==> config.mk <==
export PLATFORM = sky130hd
export DESIGN_NAME = neuron_mac_accum
export DESIGN_NICKNAME = d
export VERILOG_FILES = /design/src/rtl/neuron_mac_accum.sv
export SDC_FILE = /design/constraint.sdc
export NUM_CORES = 2
export LEC_CHECK = 0
export ABC_AREA = 1
export CAP_MARGIN = 20
export CORE_MARGIN = 2
export CORE_UTILIZATION = 25
export CTS_CLUSTER_SIZE = 40
export DETAILED_ROUTE_END_ITERATION = 6
export PLACE_DENSITY = 0.49
export REMOVE_ABC_BUFFERS = 1
export SYNTH_ARGS = -nofsm -noshare
export SYNTH_HDL_FRONTEND = slang
export SYNTH_SLANG_ARGS = --single-unit
export TNS_END_PERCENT = 1
==> constraint.sdc <==
create_clock -name clk -period 12.9 [get_ports clk]
set_input_delay 1.935 -clock clk [delete_from_list [all_inputs] [get_ports clk]]
set_output_delay 1.935 -clock clk [all_outputs]
set_load 0.02 [all_outputs]
==> src/rtl/neuron_mac_accum.sv <==
// ============================================================================
// neuron_mac_accum : FP multiply-accumulate front end for sigmoid_approx.
// Optional macro NEURON_MAC_BIAS_EN seeds the accumulator with bias.
// Revision: 1.0
// ============================================================================
`default_nettype none

module neuron_mac_accum #(
  parameter int EXP_WIDTH  = 8,
  parameter int MANT_WIDTH = 24,
  parameter int NUM_INPUTS = 4,
  parameter int CNT_WIDTH  = 8,
  localparam int W = EXP_WIDTH + MANT_WIDTH
) (
  input  logic         clk,
  input  logic         rst,
  input  logic [2:0]   round_mode,
  input  logic         start,
  input  logic         in_valid,
  output logic         in_ready,
  input  logic [W-1:0] in_a,
  input  logic [W-1:0] in_w,
  input  logic [W-1:0] bias,
  output logic [W-1:0] x_out,
  input  logic [W-1:0] act_in,
  input  logic         act_valid,
  output logic [W-1:0] result,
  output logic         result_valid,
  output logic         busy
);

  localparam int EW = EXP_WIDTH;
  localparam int MW = MANT_WIDTH;
  localparam int FW = MANT_WIDTH - 1;
  localparam logic signed [EW+1:0] EMAX_S = (EW+2)'((1 << EW) - 1);
  localparam logic signed [EW+1:0] BIAS_S = (EW+2)'((1 << (EW - 1)) - 1);
  localparam logic signed [EW+1:0] ONE_S  = (EW+2)'(1);
  localparam logic [W-1:0] QNAN = {1'b0, {EW{1'b1}}, 1'b1, {(FW-1){1'b0}}};
  localparam logic [W-1:0] HALF = {1'b0, EW'((1 << (EW - 1)) - 2), {FW{1'b0}}};
  localparam logic [CNT_WIDTH-1:0] CNT_LAST = CNT_WIDTH'(NUM_INPUTS - 1);

  // m = {significand (hidden bit first), guard, round, sticky}
  function automatic logic [W-1:0] fp_round(input logic s, input logic signed [EW+1:0] e,
                                            input logic [MW+2:0] m, input logic [2:0] rm);
    logic inc;
    logic [MW:0] sig;
    logic signed [EW+1:0] en;
    case (rm)
      3'd0:    inc = m[2] & (m[3] | (|m[1:0]));
      3'd1:    inc = 1'b0;
      3'd2:    inc = s & (|m[2:0]);
      3'd3:    inc = ~s & (|m[2:0]);
      default: inc = m[2];
    endcase
    sig = {1'b0, m[MW+2:3]} + {{MW{1'b0}}, inc};
    en  = e;
    if (sig[MW]) begin
      sig = sig >> 1;
      en  = e + ONE_S;
    end
    if (en >= EMAX_S) return {s, {EW{1'b1}}, {FW{1'b0}}};
    else if (en[EW+1] || en == '0 || !(sig[MW] | sig[MW-1])) return {s, {(W-1){1'b0}}};
    else return {s, en[EW-1:0], sig[FW-1:0]};
  endfunction

  function automatic logic [W-1:0] fp_mul(input logic [W-1:0] a, input logic [W-1:0] b,
                                          input logic [2:0] rm);
    logic s, a_zero, b_zero, a_inf, b_inf, a_nan, b_nan;
    logic [EW-1:0] ea, eb;
    logic [2*MW-1:0] p;
    logic signed [EW+1:0] e;
    s  = a[W-1] ^ b[W-1];
    ea = a[W-2:FW];
    eb = b[W-2:FW];
    a_zero = (ea == '0);
    b_zero = (eb == '0);
    a_inf  = (&ea) && (a[FW-1:0] == '0);
    b_inf  = (&eb) && (b[FW-1:0] == '0);
    a_nan  = (&ea) && (|a[FW-1:0]);
    b_nan  = (&eb) && (|b[FW-1:0]);
    if (a_nan || b_nan || (a_inf && b_zero) || (b_inf && a_zero)) return QNAN;
    if (a_inf || b_inf) return {s, {EW{1'b1}}, {FW{1'b0}}};
    if (a_zero || b_zero) return {s, {(W-1){1'b0}}};
    p = {{MW{1'b0}}, 1'b1, a[FW-1:0]} * {{MW{1'b0}}, 1'b1, b[FW-1:0]};
    e = $signed({2'b00, ea}) + $signed({2'b00, eb}) - BIAS_S;
    if (p[2*MW-1]) e = e + ONE_S;
    else           p = p << 1;
    return fp_round(s, e, {p[2*MW-1:MW-2], |p[MW-3:0]}, rm);
  endfunction

  function automatic logic [W-1:0] fp_add(input logic [W-1:0] a_in, input logic [W-1:0] b_in,
                                          input logic [2:0] rm);
    logic [W-1:0] a, b;
    logic [EW-1:0] ea, eb, d;
    logic [MW+2:0] ma, mb, mb_sh, mask;
    logic [MW+3:0] sum;
    logic signed [EW+1:0] e;
    logic a_zero, b_zero, a_inf, b_inf, a_nan, b_nan;
    int lz;
    a_zero = (a_in[W-2:FW] == '0);
    b_zero = (b_in[W-2:FW] == '0);
    a_inf  = (&a_in[W-2:FW]) && (a_in[FW-1:0] == '0);
    b_inf  = (&b_in[W-2:FW]) && (b_in[FW-1:0] == '0);
    a_nan  = (&a_in[W-2:FW]) && (|a_in[FW-1:0]);
    b_nan  = (&b_in[W-2:FW]) && (|b_in[FW-1:0]);
    if (a_nan || b_nan || (a_inf && b_inf && (a_in[W-1] != b_in[W-1]))) return QNAN;
    if (a_inf) return a_in;
    if (b_inf) return b_in;
    if (a_zero && b_zero)
      return {(a_in[W-1] & b_in[W-1]) | ((a_in[W-1] ^ b_in[W-1]) & (rm == 3'd2)), {(W-1){1'b0}}};
    if (a_zero) return b_in;
    if (b_zero) return a_in;
    // Larger magnitude first so the difference is never negative
    if (a_in[W-2:0] >= b_in[W-2:0]) begin
      a = a_in; b = b_in;
    end else begin
      a = b_in; b = a_in;
    end
    ea    = a[W-2:FW];
    eb    = b[W-2:FW];
    d     = ea - eb;
    ma    = {1'b1, a[FW-1:0], 3'b000};
    mb    = {1'b1, b[FW-1:0], 3'b000};
    mask  = ~({(MW+3){1'b1}} << d);
    mb_sh = (mb >> d) | {{(MW+2){1'b0}}, |(mb & mask)};
    sum   = (a[W-1] == b[W-1]) ? ({1'b0, ma} + {1'b0, mb_sh}) : ({1'b0, ma} - {1'b0, mb_sh});
    if (sum == '0) return {(rm == 3'd2), {(W-1){1'b0}}};
    e = $signed({2'b00, ea});
    if (sum[MW+3]) return fp_round(a[W-1], e + ONE_S, {sum[MW+3:2], |sum[1:0]}, rm);
    lz = 0;
    for (int i = 0; i <= MW + 2; i++) if (sum[i]) lz = MW + 2 - i;
    sum = sum << lz;
    e   = e - (EW+2)'(lz);
    return fp_round(a[W-1], e, sum[MW+2:0], rm);
  endfunction

  typedef enum logic [1:0] {S_IDLE, S_ACCUM, S_LOAD, S_WAIT} state_t;

  state_t state_q, state_d;
  logic [W-1:0] acc_q, acc_d, x_out_q, x_out_d, result_q, result_d;
  logic [W-1:0] last_x_q, last_x_d, last_act_q, last_act_d;
  logic [CNT_WIDTH-1:0] cnt_q, cnt_d;
  logic result_valid_q, result_valid_d, armed_q, armed_d;
  logic [W-1:0] prod, acc_sum;

`ifndef NEURON_MAC_BIAS_EN
  logic unused_bias;
  assign unused_bias = ^bias;
`endif

  assign prod    = fp_mul(in_a, in_w, round_mode);
  assign acc_sum = fp_add(acc_q, prod, round_mode);

  always_comb begin
    state_d        = state_q;
    acc_d          = acc_q;
    cnt_d          = cnt_q;
    x_out_d        = x_out_q;
    result_d       = result_q;
    result_valid_d = 1'b0;
    armed_d        = armed_q;
    last_x_d       = last_x_q;
    last_act_d     = last_act_q;
    case (state_q)
      S_IDLE: begin
        if (start) begin
`ifdef NEURON_MAC_BIAS_EN
          acc_d = bias;
`else
          acc_d = '0;
`endif
          cnt_d   = '0;
          state_d = S_ACCUM;
        end
      end
      S_ACCUM: begin
        if (in_valid) begin
          acc_d = acc_sum;
          cnt_d = cnt_q + 1'b1;
          if (cnt_q == CNT_LAST) state_d = S_LOAD;
        end
      end
      S_LOAD: begin
        x_out_d = acc_q;
        // The sigmoid only restarts on a changed input, so a repeat is served from cache
        if (acc_q == last_x_q) begin
          result_d       = last_act_q;
          result_valid_d = 1'b1;
          state_d        = S_IDLE;
        end else begin
          armed_d = 1'b0;
          state_d = S_WAIT;
        end
      end
      default: begin
        if (!armed_q) begin
          armed_d = 1'b1;
        end else if (act_valid) begin
          result_d       = act_in;
          last_x_d       = x_out_q;
          last_act_d     = act_in;
          result_valid_d = 1'b1;
          state_d        = S_IDLE;
        end
      end
    endcase
  end

  always_ff @(posedge clk or posedge rst) begin
    if (rst) begin
      state_q        <= S_IDLE;
      acc_q          <= '0;
      cnt_q          <= '0;
      x_out_q        <= '0;
      result_q       <= '0;
      result_valid_q <= 1'b0;
      armed_q        <= 1'b0;
      last_x_q       <= '0;
      last_act_q     <= HALF;
    end else begin
      state_q        <= state_d;
      acc_q          <= acc_d;
      cnt_q          <= cnt_d;
      x_out_q        <= x_out_d;
      result_q       <= result_d;
      result_valid_q <= result_valid_d;
      armed_q        <= armed_d;
      last_x_q       <= last_x_d;
      last_act_q     <= last_act_d;
    end
  end

  assign in_ready     = (state_q == S_ACCUM);
  assign busy         = (state_q != S_IDLE);
  assign x_out        = x_out_q;
  assign result       = result_q;
  assign result_valid = result_valid_q;

endmodule

`default_nettype wire

==> results.py <==
metrics = {
    "run_status": {
        "status": "finished with violations",
        "violations": "negative setup slack",
    },
    "setup_path": {
        "cp_common_cell": "nand2_1",
        "cp_max_fo": 16,
        "critPathCapture": "acc_q[3]",
        "start_kind": "primary input",
        "critical-path-slowest-cell": "fa_1",
        "reg2reg_from": "acc_q[2]",
        "critPathRequiredTime_ps": 13290,
        "ff2ff_path_depth": 86,
        "cp-end-kind": "flop",
        "arrival_ps": 21250,
        "r2r_slack_ps": 1530,
        "crit_type": "in -> reg",
        "startpoint": "in_a[16]",
        "r2r_end": "acc_q[3]",
        "max_stage_delay_ps": 540,
    },
    "finish": {
        "finish.utilization": 0.343,
        "drive_above_1_share": 0.228,
        "syn_to_final_growth_pct": 36.0,
        "fin_cells": 10189,
        "diodes": 0,
        "nets": 8774,
    },
    "sta": {
        "setup-violations-final": 32,
        "setup_slack_ps": -7960,
        "hold_viol": 0,
        "slew-limit-headroom": 0.358,
        "timing.fmax_ghz": 0.0479,
        "period_minus_slack_ps": 20860,
        "finClkSkew_ps": 13.3,
        "finalCritPeriodShare": 1.62,
        "rsz0062_at_grt": "yes",
        "timing.final.max_slew_violations": 0,
        "tightest_slew_ps": 963,
    },
    "clocking": {
        "path_clk_slew_ps": 80,
        "cts_buffers": 17,
        "htreeDepth": 4,
        "cts_tree": "done",
        "clock_latency_ps": 450,
        "cts-root-buf": "clkbuf_16",
        "clock_path_buffers": 2,
        "clock-sinks": 172,
    },
    "synthesis": {
        "ys.flop_type": "dfrtp_1",
        "synthesis.area_mm2": 0.0433,
        "ys_async_sr_fraction": 1.00,
        "synth_cells": 6558,
        "synth_cell_types": 85,
        "synth_edf_count": 0,
        "synth_top_cell_by_area": "fa_1",
        "yosysMostFrequentCell": "nand2_1",
        "ys_warn_count": 0,
        "synth_area_per_cell_um2": 6.61,
        "synth_top_cell_area_share": 0.224,
        "synth_area_leaders": "fa_1 22%, nand2_1 17%, inv_1 11%",
        "synth_seq_cells": 172,
        "yosys-top-cells-count": "1980 x nand2_1, 1312 x inv_1, 500 x nand3_1",
        "yosysSeqAreaShare": 0.0995,
    },
    "route": {
        "vias": 46028,
        "dr.pass1.iters": 7,
        "drc_errors": 0,
        "wl_um": 168000,
        "wire_per_inst_um": 16.5,
        "initialDrtViolationCount": 3366,
        "avgViaCountPerCell": 4.52,
        "drtAntennaViolNets": 0,
    },
    "grt": {
        "grt_overflow_total": 0,
        "track_usage": 0.190,
        "antenna_found_initial": 0,
        "grt_pass1_wl_um": 263000,
        "grt_max_degree": 101,
        "first_global_vias": 46216,
    },
    "job": {
        "max_cap_violations": 0,
    },
    "worst_hold_path": {
        "hold_class": "reg -> reg",
    },
    "placed_design": {
        "dp_cells": 10132,
        "gp_congestion": 0.954,
        "port_buffers": 170,
        "dp_hpwl_um": 144000,
    },
    "floorplanning": {
        "die_y_um": 420,
        "die-area_mm2": 0.177,
        "initial_core_util": 0.252,
        "placementRows": 152,
        "die_w_um": 420,
        "coreArea_mm2": 0.172,
        "io_pins": 203,
    },
}
how the worst min path moves through the flow:
stage | cells after the start | slack [ps] | endpoint | start
floorplan | 2 | 440 | armed_q | armed_q
global placement | 2 | 460 | armed_q | armed_q
detailed placement | 2 | 460 | armed_q | armed_q
CTS | 2 | 480 | armed_q | armed_q
global route | 2 | 490 | armed_q | armed_q
finish | 2 | 480 | armed_q | armed_q
worst max-delay path, delay by kind of cell:
family                   cells  cell delay (ps)
buffers and inverters       32             3900
adder cells (fa/ha/maj)     14             4830
AND/OR/NAND/NOR             66             6720
XOR/XNOR                     1              160
AO/OA/AOI/OAI               24             3600
through the flow:
step	hold slack, ps	TNS [ps]	instance area (um2)	setup slack [ps]
2_1_floorplan	441	-366810	42100	-11630
3_5_place_dp	462	-296060	57600	-9450
4_1_cts	481	-254090	58500	-8070
5_1_grt	492	-293000	59000	-9290
3_3_place_gp	458	-291090	57600	-9230
6_report	481	-249730	59000	-7960
layout by cell type (no fill, tap or decap), drive strengths merged, types with 3 or more instances in the layout:
| master | synthesis | layout |
|---|---|---|
| a211oi | 8 | 8 |
| fa | 485 | 485 |
| dfrtp | 166 | 166 |
| o21ai | 249 | 249 |
| nand3 | 523 | 525 |
| ha | 287 | 287 |
| o2111ai | 8 | 8 |
| and2 | 9 | 9 |
| a21o | 6 | 6 |
| o31ai | 19 | 19 |
| mux2 | 55 | 55 |
| nor3 | 51 | 51 |
| o221ai | 10 | 10 |
| nand3b | 7 | 7 |
| nand2 | 2042 | 2043 |
| nor4 | 40 | 40 |
| and3 | 5 | 5 |
| or2 | 13 | 13 |
| clkdlybuf4s50 | 0 | 169 |
| nand4 | 121 | 121 |
| a31oi | 42 | 42 |
| xor2 | 91 | 91 |
| a22oi | 3 | 3 |
| a21oi | 173 | 173 |
| inv | 1367 | 1373 |
| dfstp | 6 | 6 |
| buf | 84 | 1368 |
| clkbuf | 166 | 17 |
| o21bai | 16 | 16 |
| o21a | 5 | 5 |
| xnor2 | 46 | 46 |
| nor2 | 407 | 407 |
| o311ai | 4 | 4 |
| o211ai | 9 | 9 |
| clkinv | 11 | 19 |
sequential cells by signal, indices dropped and copies added (netlist names):
register and flops:
armed_q 1, cnt_q 8, x_out 32, state_q 2, result 32, acc_q 32
last_act_q 32, result_valid 1, last_x_q 32
layout make-up:
class	count	area (um2)
clock buffer	17	425
clock inverter	15	218
fill	18685	113000
inverter	1379	5220
multi-input combinational	4758	33100
sequential	172	4310
tap	2310	2890
timing repair buffer	1538	12800
layer usage:
| metal | track usage | wire length (um) |
|---|---|---|
| met4 | 0.0416 | 4250 |
| met3 | 0.0219 | 8710 |
| met5 | 0 | 0 |
| met1 | 0.265 | 78400 |
| met2 | 0.313 | 77000 |
cell families (layout without fill, tap and decap cells):
logic type | after synthesis | in the layout | synth area share
adder cells (fa/ha/maj) | 772 | 772 | 0.307
flip-flops | 172 | 172 | 0.0995
AND/OR/NAND/NOR | 3223 | 3226 | 0.323
AO/OA/AOI/OAI | 566 | 566 | 0.0770
multiplexers | 57 | 57 | 0.0148
XOR/XNOR | 137 | 137 | 0.0300
buffers and inverters | 1631 | 2949 | 0.149
timing repair:
item                       in CTS  in global routing
resized for setup              60                 74
gates cloned                    0                  3
pin swaps                      16                 32
buffers inserted               11                 11
setup endpoints to repair      32                 32
hold buffers                    0                  0
Power is left out: the tool's default activity adds up to more than one toggle a clock period on the data nets, which glitch-free logic cannot reach.
